===== config.mk =====
export PLATFORM = sky130hd
export DESIGN_NAME = spi_slave_core
export DESIGN_NICKNAME = d
export VERILOG_FILES = /design/src/rtl/spi_slave_core.sv
export SDC_FILE = /design/constraint.sdc
export NUM_CORES = 1
export LEC_CHECK = 0
export ABC_AREA = 1
export CORE_ASPECT_RATIO = 1.5
export CORE_UTILIZATION = 35
export DETAILED_ROUTE_END_ITERATION = 16
export GPL_ROUTABILITY_DRIVEN = 0
export SLEW_MARGIN = 20
export SYNTH_ARGS = -nofsm -noshare
export SYNTH_HDL_FRONTEND = slang
export SYNTH_SLANG_ARGS = --single-unit

===== constraint.sdc =====
create_clock -name wb_clk_in -period 6.9 [get_ports wb_clk_in]
set_input_delay 1.38 -clock wb_clk_in [delete_from_list [all_inputs] [get_ports wb_clk_in]]
set_output_delay 1.38 -clock wb_clk_in [all_outputs]
set_load 0.01 [all_outputs]

===== src/rtl/spi_slave_core.sv =====
// SPI slave on the system clock: synchronises ss/sclk/mosi, shifts one character per segment,
// and exchanges parallel words through a tx holding register and an rx valid pulse.
module spi_slave_core #(
  parameter int unsigned MAX_CHAR    = 32,
  parameter int unsigned CLW         = 5,
  parameter int unsigned SYNC_STAGES = 2
) (
  input  logic                wb_clk_in,
  input  logic                wb_rst_in,
  input  logic                ss_n_in,
  input  logic                sclk_in,
  input  logic                mosi_in,
  output logic                miso_out,
  output logic                miso_oe_out,
  input  logic [CLW-1:0]      cfg_char_len,
  input  logic                cfg_tx_neg,
  input  logic                cfg_rx_neg,
  input  logic                cfg_lsb,
  input  logic [MAX_CHAR-1:0] tx_data_in,
  input  logic                tx_valid_in,
  output logic                tx_ready_out,
  output logic [MAX_CHAR-1:0] rx_data_out,
  output logic                rx_valid_out,
  output logic                tx_underrun_out,
  output logic                abort_out,
  output logic                busy_out
);

  localparam int unsigned NW = CLW + 1;

  typedef enum logic [0:0] {StIdle, StActive} state_e;

  // Synchronisers and edge detection
  logic [SYNC_STAGES-1:0] r_ss_sync;
  logic [SYNC_STAGES-1:0] r_sclk_sync;
  logic [SYNC_STAGES-1:0] r_mosi_sync;
  logic [SYNC_STAGES:0]   r_sync_vld;
  logic                   r_ss_d;
  logic                   r_sclk_d;

  always_ff @(posedge wb_clk_in or negedge wb_rst_in) begin
    if (!wb_rst_in) begin
      r_ss_sync   <= '1;
      r_sclk_sync <= '0;
      r_mosi_sync <= '0;
      r_sync_vld  <= '0;
      r_ss_d      <= 1'b1;
      r_sclk_d    <= 1'b0;
    end else begin
      r_ss_sync   <= {r_ss_sync[SYNC_STAGES-2:0], ss_n_in};
      r_sclk_sync <= {r_sclk_sync[SYNC_STAGES-2:0], sclk_in};
      r_mosi_sync <= {r_mosi_sync[SYNC_STAGES-2:0], mosi_in};
      r_sync_vld  <= {r_sync_vld[SYNC_STAGES-1:0], 1'b1};
      r_ss_d      <= r_ss_sync[SYNC_STAGES-1];
      r_sclk_d    <= r_sclk_sync[SYNC_STAGES-1];
    end
  end

  logic w_ss;
  logic w_sclk;
  logic w_mosi;
  logic w_sync_valid;
  logic w_ss_fall;
  logic w_ss_rise;
  logic w_sclk_rise;
  logic w_sclk_fall;

  assign w_ss         = r_ss_sync[SYNC_STAGES-1];
  assign w_sclk       = r_sclk_sync[SYNC_STAGES-1];
  assign w_mosi       = r_mosi_sync[SYNC_STAGES-1];
  // The reset value of the ss chain must not count as "seen high"; wait until real data has
  // flushed through both the synchroniser and the edge-detect flop.
  assign w_sync_valid = r_sync_vld[SYNC_STAGES];
  assign w_ss_fall    = r_ss_d & ~w_ss;
  assign w_ss_rise    = ~r_ss_d & w_ss;
  assign w_sclk_rise  = w_sclk & ~r_sclk_d;
  assign w_sclk_fall  = ~w_sclk & r_sclk_d;

  // Character state
  state_e                r_state;
  logic                  r_armed;
  logic [MAX_CHAR-1:0]   r_hold;
  logic                  r_tx_ready;
  logic [MAX_CHAR-1:0]   r_tx_word;
  logic [MAX_CHAR-1:0]   r_rx_shift;
  logic [MAX_CHAR-1:0]   r_rx_data;
  logic                  r_rx_valid;
  logic                  r_underrun;
  logic                  r_abort;
  logic                  r_miso;
  logic                  r_busy;
  logic [NW-1:0]         r_cnt;
  logic [NW-1:0]         r_len;
  logic                  r_lsb;
  logic                  r_tx_neg;
  logic                  r_rx_neg;

  function automatic logic [CLW-1:0] f_idx(input logic [NW-1:0] n, input logic [NW-1:0] len,
                                           input logic lsb);
    logic [NW-1:0] t;
    t = lsb ? n : (len - n - NW'(1));
    return t[CLW-1:0];
  endfunction

  logic                w_accept;
  logic                w_have_word;
  logic [MAX_CHAR-1:0] w_load_word;
  logic [MAX_CHAR-1:0] w_word_start;
  logic [NW-1:0]       w_start_len;
  logic                w_char_done;
  logic                w_do_start;
  logic                w_sample;
  logic                w_update;
  logic [NW-1:0]       w_cnt_new;
  logic [CLW-1:0]      w_idx_cur;
  logic [CLW-1:0]      w_idx_new;
  logic [CLW-1:0]      w_idx_start;

  assign w_accept     = tx_valid_in & r_tx_ready;
  assign w_have_word  = w_accept | ~r_tx_ready;
  assign w_load_word  = w_accept ? tx_data_in : r_hold;
  assign w_word_start = w_have_word ? w_load_word : '0;
  assign w_start_len  = (cfg_char_len == '0) ? NW'(MAX_CHAR) : {1'b0, cfg_char_len};
  assign w_char_done  = (r_state == StActive) && (r_cnt == r_len);
  assign w_do_start   = ((r_state == StIdle) && w_ss_fall && r_armed) ||
                        (w_char_done && !w_ss_rise);
  assign w_sample     = (r_state == StActive) && !w_char_done &&
                        (r_tx_neg ? w_sclk_rise : w_sclk_fall);
  assign w_update     = (r_state == StActive) && !w_char_done &&
                        (r_rx_neg ? w_sclk_fall : w_sclk_rise);
  assign w_cnt_new    = r_cnt + {{(NW-1){1'b0}}, w_sample};
  assign w_idx_cur    = f_idx(r_cnt, r_len, r_lsb);
  assign w_idx_new    = f_idx(w_cnt_new, r_len, r_lsb);
  assign w_idx_start  = f_idx(NW'(0), w_start_len, cfg_lsb);

  always_ff @(posedge wb_clk_in or negedge wb_rst_in) begin
    if (!wb_rst_in) begin
      r_state    <= StIdle;
      r_armed    <= 1'b0;
      r_hold     <= '0;
      r_tx_ready <= 1'b1;
      r_tx_word  <= '0;
      r_rx_shift <= '0;
      r_rx_data  <= '0;
      r_rx_valid <= 1'b0;
      r_underrun <= 1'b0;
      r_abort    <= 1'b0;
      r_miso     <= 1'b0;
      r_busy     <= 1'b0;
      r_cnt      <= '0;
      r_len      <= '0;
      r_lsb      <= 1'b0;
      r_tx_neg   <= 1'b0;
      r_rx_neg   <= 1'b0;
    end else begin
      r_rx_valid <= 1'b0;
      r_underrun <= 1'b0;
      r_abort    <= 1'b0;
      if (w_sync_valid && w_ss) r_armed <= 1'b1;
      if (w_accept) begin
        r_hold     <= tx_data_in;
        r_tx_ready <= 1'b0;
      end
      case (r_state)
        StIdle: begin
          if (w_ss_fall && r_armed) begin
            r_state <= StActive;
            r_busy  <= 1'b1;
          end
        end
        StActive: begin
          if (w_char_done) begin
            r_rx_data  <= r_rx_shift;
            r_rx_valid <= 1'b1;
            if (w_ss_rise) begin
              r_state <= StIdle;
              r_busy  <= 1'b0;
              r_miso  <= 1'b0;
            end
          end else if (w_ss_rise) begin
            // Partial character: rx bits are dropped and the loaded tx word is gone.
            r_abort <= (r_cnt != '0);
            r_state <= StIdle;
            r_busy  <= 1'b0;
            r_miso  <= 1'b0;
          end else begin
            if (w_sample) r_rx_shift[w_idx_cur] <= w_mosi;
            r_cnt <= w_cnt_new;
            if (w_update && (w_cnt_new != r_len)) r_miso <= r_tx_word[w_idx_new];
          end
        end
        default: r_state <= StIdle;
      endcase
      if (w_do_start) begin
        r_len      <= w_start_len;
        r_lsb      <= cfg_lsb;
        r_tx_neg   <= cfg_tx_neg;
        r_rx_neg   <= cfg_rx_neg;
        r_cnt      <= '0;
        r_rx_shift <= '0;
        r_tx_word  <= w_word_start;
        r_miso     <= w_word_start[w_idx_start];
        r_underrun <= ~w_have_word;
        r_tx_ready <= 1'b1;
      end
    end
  end

  assign miso_out        = r_miso;
  assign miso_oe_out     = r_busy;
  assign busy_out        = r_busy;
  assign tx_ready_out    = r_tx_ready;
  assign rx_data_out     = r_rx_data;
  assign rx_valid_out    = r_rx_valid;
  assign tx_underrun_out = r_underrun;
  assign abort_out       = r_abort;

endmodule


==> results.ini <==
[setup_path]
worst-path-buf-inv=5
start_to_end_type_of_the_worst_setup_path=reg -> reg
crit_family=adder cells
critical_path.max_fanout=9
critical_path.slowest_cell=sky130_fd_sc_hd__fa_1
worst_ep_arrival_time_ns=4.29
worst_ep_required_time_ns=7.26
end_kind=flip-flop
path_cells=inv_1, ha_1, nand2_1, nor3_2, nand3_2, nand2_1, nor2_2, ha_1, inv_1, ha_1, inv_1, fa_1, o21ai_2, inv_1, nand3_1, nand3_1, nand2_1, nand2_1, nand3_1, nand3_1, nand2_1, inv_1, a21oi_1
worstSetupStartpointType=flip-flop
critPathMaxStageDelay_ns=0.45

[clock_network]
maximum_level_of_the_cts_h_tree=4
clock_sink_total=162
cts_buffers=17
postCtsSetupBuffers=0
clock_network_latency_to_the_later_pin_of_the_worst_skew_pair_ns=0.44
cts-root-buf=sky130_fd_sc_hd__clkbuf_16
clk_transition_reported_paths_ns=0.06
cts_resized=0
cts_tree=built
clk_path_buf_depth=2
hold_buffers=0

[pwr]
post_route_total_power_mw=4.19
pwr_density_cell_nw_per_um2=429
irDropWorstVdd_uv=198
p_leak_nw=4.89

[place]
placed_cells_incl_taps=1326
setup_ws_pre_cts_ns=2.63
detailedPlacementHpwl_um=13700
place.port_buffers=84

[drt]
drt-total-wl_um=19300
antenna_violating_nets_left=0
detailedRoute.firstIterationViolations=328
post-route-drc-count=0
via_per_inst=4.92
num_vias=6679
post_drt_wl_per_cell_um=14.2
drtPass1Iterations=4

[finish]
mostFrequentLayoutCells=sky130_fd_sc_hd__nand2_1, sky130_fd_sc_hd__dfrtp_1, sky130_fd_sc_hd__nand3_1
layout-area-overhead-vs-synth_pct=19.9
drive_above_1_share_pct=9.00
layoutNonFillerInstCount=1358
n_antenna_cell=0
layout.nets=1124
final_common_cell=sky130_fd_sc_hd__nand2_1

[floorplan]
fp-row-count=68
coreArea_um2=23000
ios=85
fp.dieArea_um2=23900
die_h_um=189
horizontal_extent_of_the_die_um=127
effective_utilization_at_floorplan_pct=35.5

[grt]
vias_in_the_first_global_route=6625
groute.layer.met2.usage_pct=31.7
grt_start_max_net_pins=109
antenna_violations_before_repair=0
global_route.usage.total_pct=17.5
grt.overflow.total=0
grt_most_used_layer=met2
wire_length_of_the_first_global_routing_pass_um=33100
grt_use_met1_pct=20.0
grt_util_met3_pct=3.53

[job]
drv_cap=0

[yosys]
synth_warnings=0
ys_ff_latch=162
syn_area_per_cell_um2=8.09
synth_cell_types=42
ys_seq_area_share_pct=49.8
mappedNetlistArea_um2=8150
synthesized_netlist_net_count=1066
postSynthCellCount=1007

[timing]
report.final.hold_viol_count=0
max_slew_margin_pct=32.7
unrepaired_setup_endpoints_after_global_routing=false
worstMarginPinSlew_ns=1.01
min_period_over_period_pct=57.1
fin_skew_ns=0.0126
final_setup_violating_endpoints=0
timing_max_transition_violations_final=0
fmaxAchievable_mhz=254
min_period_ns=3.94
fin_ws_ns=2.96
final.setup.tns_ns=0

[min_path]
hold_path_class=reg -> reg

[run_status]
status=completed

## kinds of logic (layout without fill, tap and decap cells)
logic type	Yosys count	count (layout)	share of synthesized area, %
flip-flops	162	162	49.8
multiplexers	32	32	4.42
AO/OA/AOI/OAI	65	65	4.73
buffers and inverters	115	186	6.06
adder cells (fa/ha/maj)	13	13	2.18
other	1	1	0.0460
AND/OR/NAND/NOR	612	612	32.0
XOR/XNOR	7	7	0.752
## Yosys cell counts
cell                       count  share of area, %
sky130_fd_sc_hd__buf_2        26               1.6
sky130_fd_sc_hd__nand3_2       1              0.12
sky130_fd_sc_hd__nand4_2       1              0.15
sky130_fd_sc_hd__xnor2_1       2              0.21
sky130_fd_sc_hd__nor2_4        2              0.28
sky130_fd_sc_hd__o21ai_2       4              0.43
sky130_fd_sc_hd__xor2_1        5              0.54
sky130_fd_sc_hd__nor2_1       26               1.2
sky130_fd_sc_hd__or2_1         1             0.077
sky130_fd_sc_hd__nor4_1        1             0.077
sky130_fd_sc_hd__nor3_1        2              0.12
sky130_fd_sc_hd__a21o_1        1             0.092
sky130_fd_sc_hd__nand2_2       3              0.23
sky130_fd_sc_hd__o21ai_0      20               1.2
sky130_fd_sc_hd__o21a_1        6              0.55
sky130_fd_sc_hd__ha_1         11               1.7
sky130_fd_sc_hd__o22ai_1       6              0.46
sky130_fd_sc_hd__buf_6         2              0.28
sky130_fd_sc_hd__o21ai_1      18               1.1
sky130_fd_sc_hd__nand4_1      23               1.8
sky130_fd_sc_hd__inv_1        57               2.6
sky130_fd_sc_hd__nand2_1     403                19
sky130_fd_sc_hd__fa_1          2              0.49
sky130_fd_sc_hd__a21boi_0      1             0.092
sky130_fd_sc_hd__nand3_1     144               8.8
sky130_fd_sc_hd__conb_1        1             0.046
sky130_fd_sc_hd__dfstp_2       4               1.3
sky130_fd_sc_hd__inv_2         6              0.28
sky130_fd_sc_hd__a21oi_4       1              0.20
sky130_fd_sc_hd__a32o_1        1              0.12
sky130_fd_sc_hd__buf_1         3              0.14
sky130_fd_sc_hd__a31oi_1       1             0.077
sky130_fd_sc_hd__nand3_4       1              0.21
sky130_fd_sc_hd__dfrtp_1     158                49
sky130_fd_sc_hd__clkbuf_1     16              0.74
sky130_fd_sc_hd__nor3_2        1              0.12
sky130_fd_sc_hd__a21oi_1       6              0.37
sky130_fd_sc_hd__buf_4         4              0.37
sky130_fd_sc_hd__nand3b_1      1             0.092
sky130_fd_sc_hd__clkinv_1      1             0.046
sky130_fd_sc_hd__mux2_2       32               4.4
sky130_fd_sc_hd__nor2_2        2              0.15
## path summary, 6_finish.rpt
check                                   start       endpoint  slack [ns]  cells past startpoint
worst max-delay path                 r_cnt[2]       miso_out        2.96                     23
worst min-delay path            r_sync_vld[0]  r_sync_vld[1]        0.35                      0
worst max register to register       r_cnt[2]       miso_out        2.96                     23
worst min register to register  r_sync_vld[0]  r_sync_vld[1]        0.35                      0
max in group asynchronous           wb_rst_in      abort_out        4.57                      2
min in group asynchronous           wb_rst_in      r_hold[4]        1.05                      1
## layer usage
metal | share of wire, % | wire length [µm]
met4 | 2.5 | 480
met2 | 53 | 10200
met5 | 0 | 0
met3 | 2.7 | 526
met1 | 42 | 8050
## sequential cells by signal, indices dropped and copies added (netlist names)
name	flops
miso_out	1
r_rx_shift	32
tx_ready_out	1
rx_valid_out	1
r_tx_word	32
rx_data_out	32
r_tx_neg	1
busy_out	1
r_sclk_sync	2
tx_underrun_out	1
r_state	1
r_hold	32
abort_out	1
r_sync_vld	3
r_ss_sync	2
r_armed	1
r_cnt	6
r_lsb	1
r_rx_neg	1
r_sclk_d	1
r_ss_d	1
r_mosi_sync	2
r_len	6
## cell type report
| class | count | area, µm² |
|---|---|---|
| fillers | 2324 | 13200 |
| repair buffers | 90 | 890 |
| flip-flops and latches | 162 | 4060 |
| multi-input cells | 730 | 3600 |
| clock inverters | 10 | 146 |
| well taps | 280 | 350 |
| clock buffers | 22 | 484 |
| inverters | 64 | 240 |
## where the power goes
part | internal (mW) | switching, mW
clock network | 0.612 | 0.395
logic | 0.579 | 1.19
registers | 1.24 | 0.178
## per-stage QoR
| stage | utilization (%) | hold slack, ns | cell area, µm² |
|---|---|---|---|
| 5_1_grt | 42.5 | 0.367 | 9770 |
| 6_report | 42.5 | 0.354 | 9770 |
| 4_1_cts | 42.5 | 0.357 | 9770 |
| 3_5_place_dp | 39.8 | 0.341 | 9140 |
| 3_3_place_gp | 39.8 | 0.335 | 9140 |
| 2_1_floorplan | - | 0.331 | 8150 |
Power figures use the tool's default switching activity.
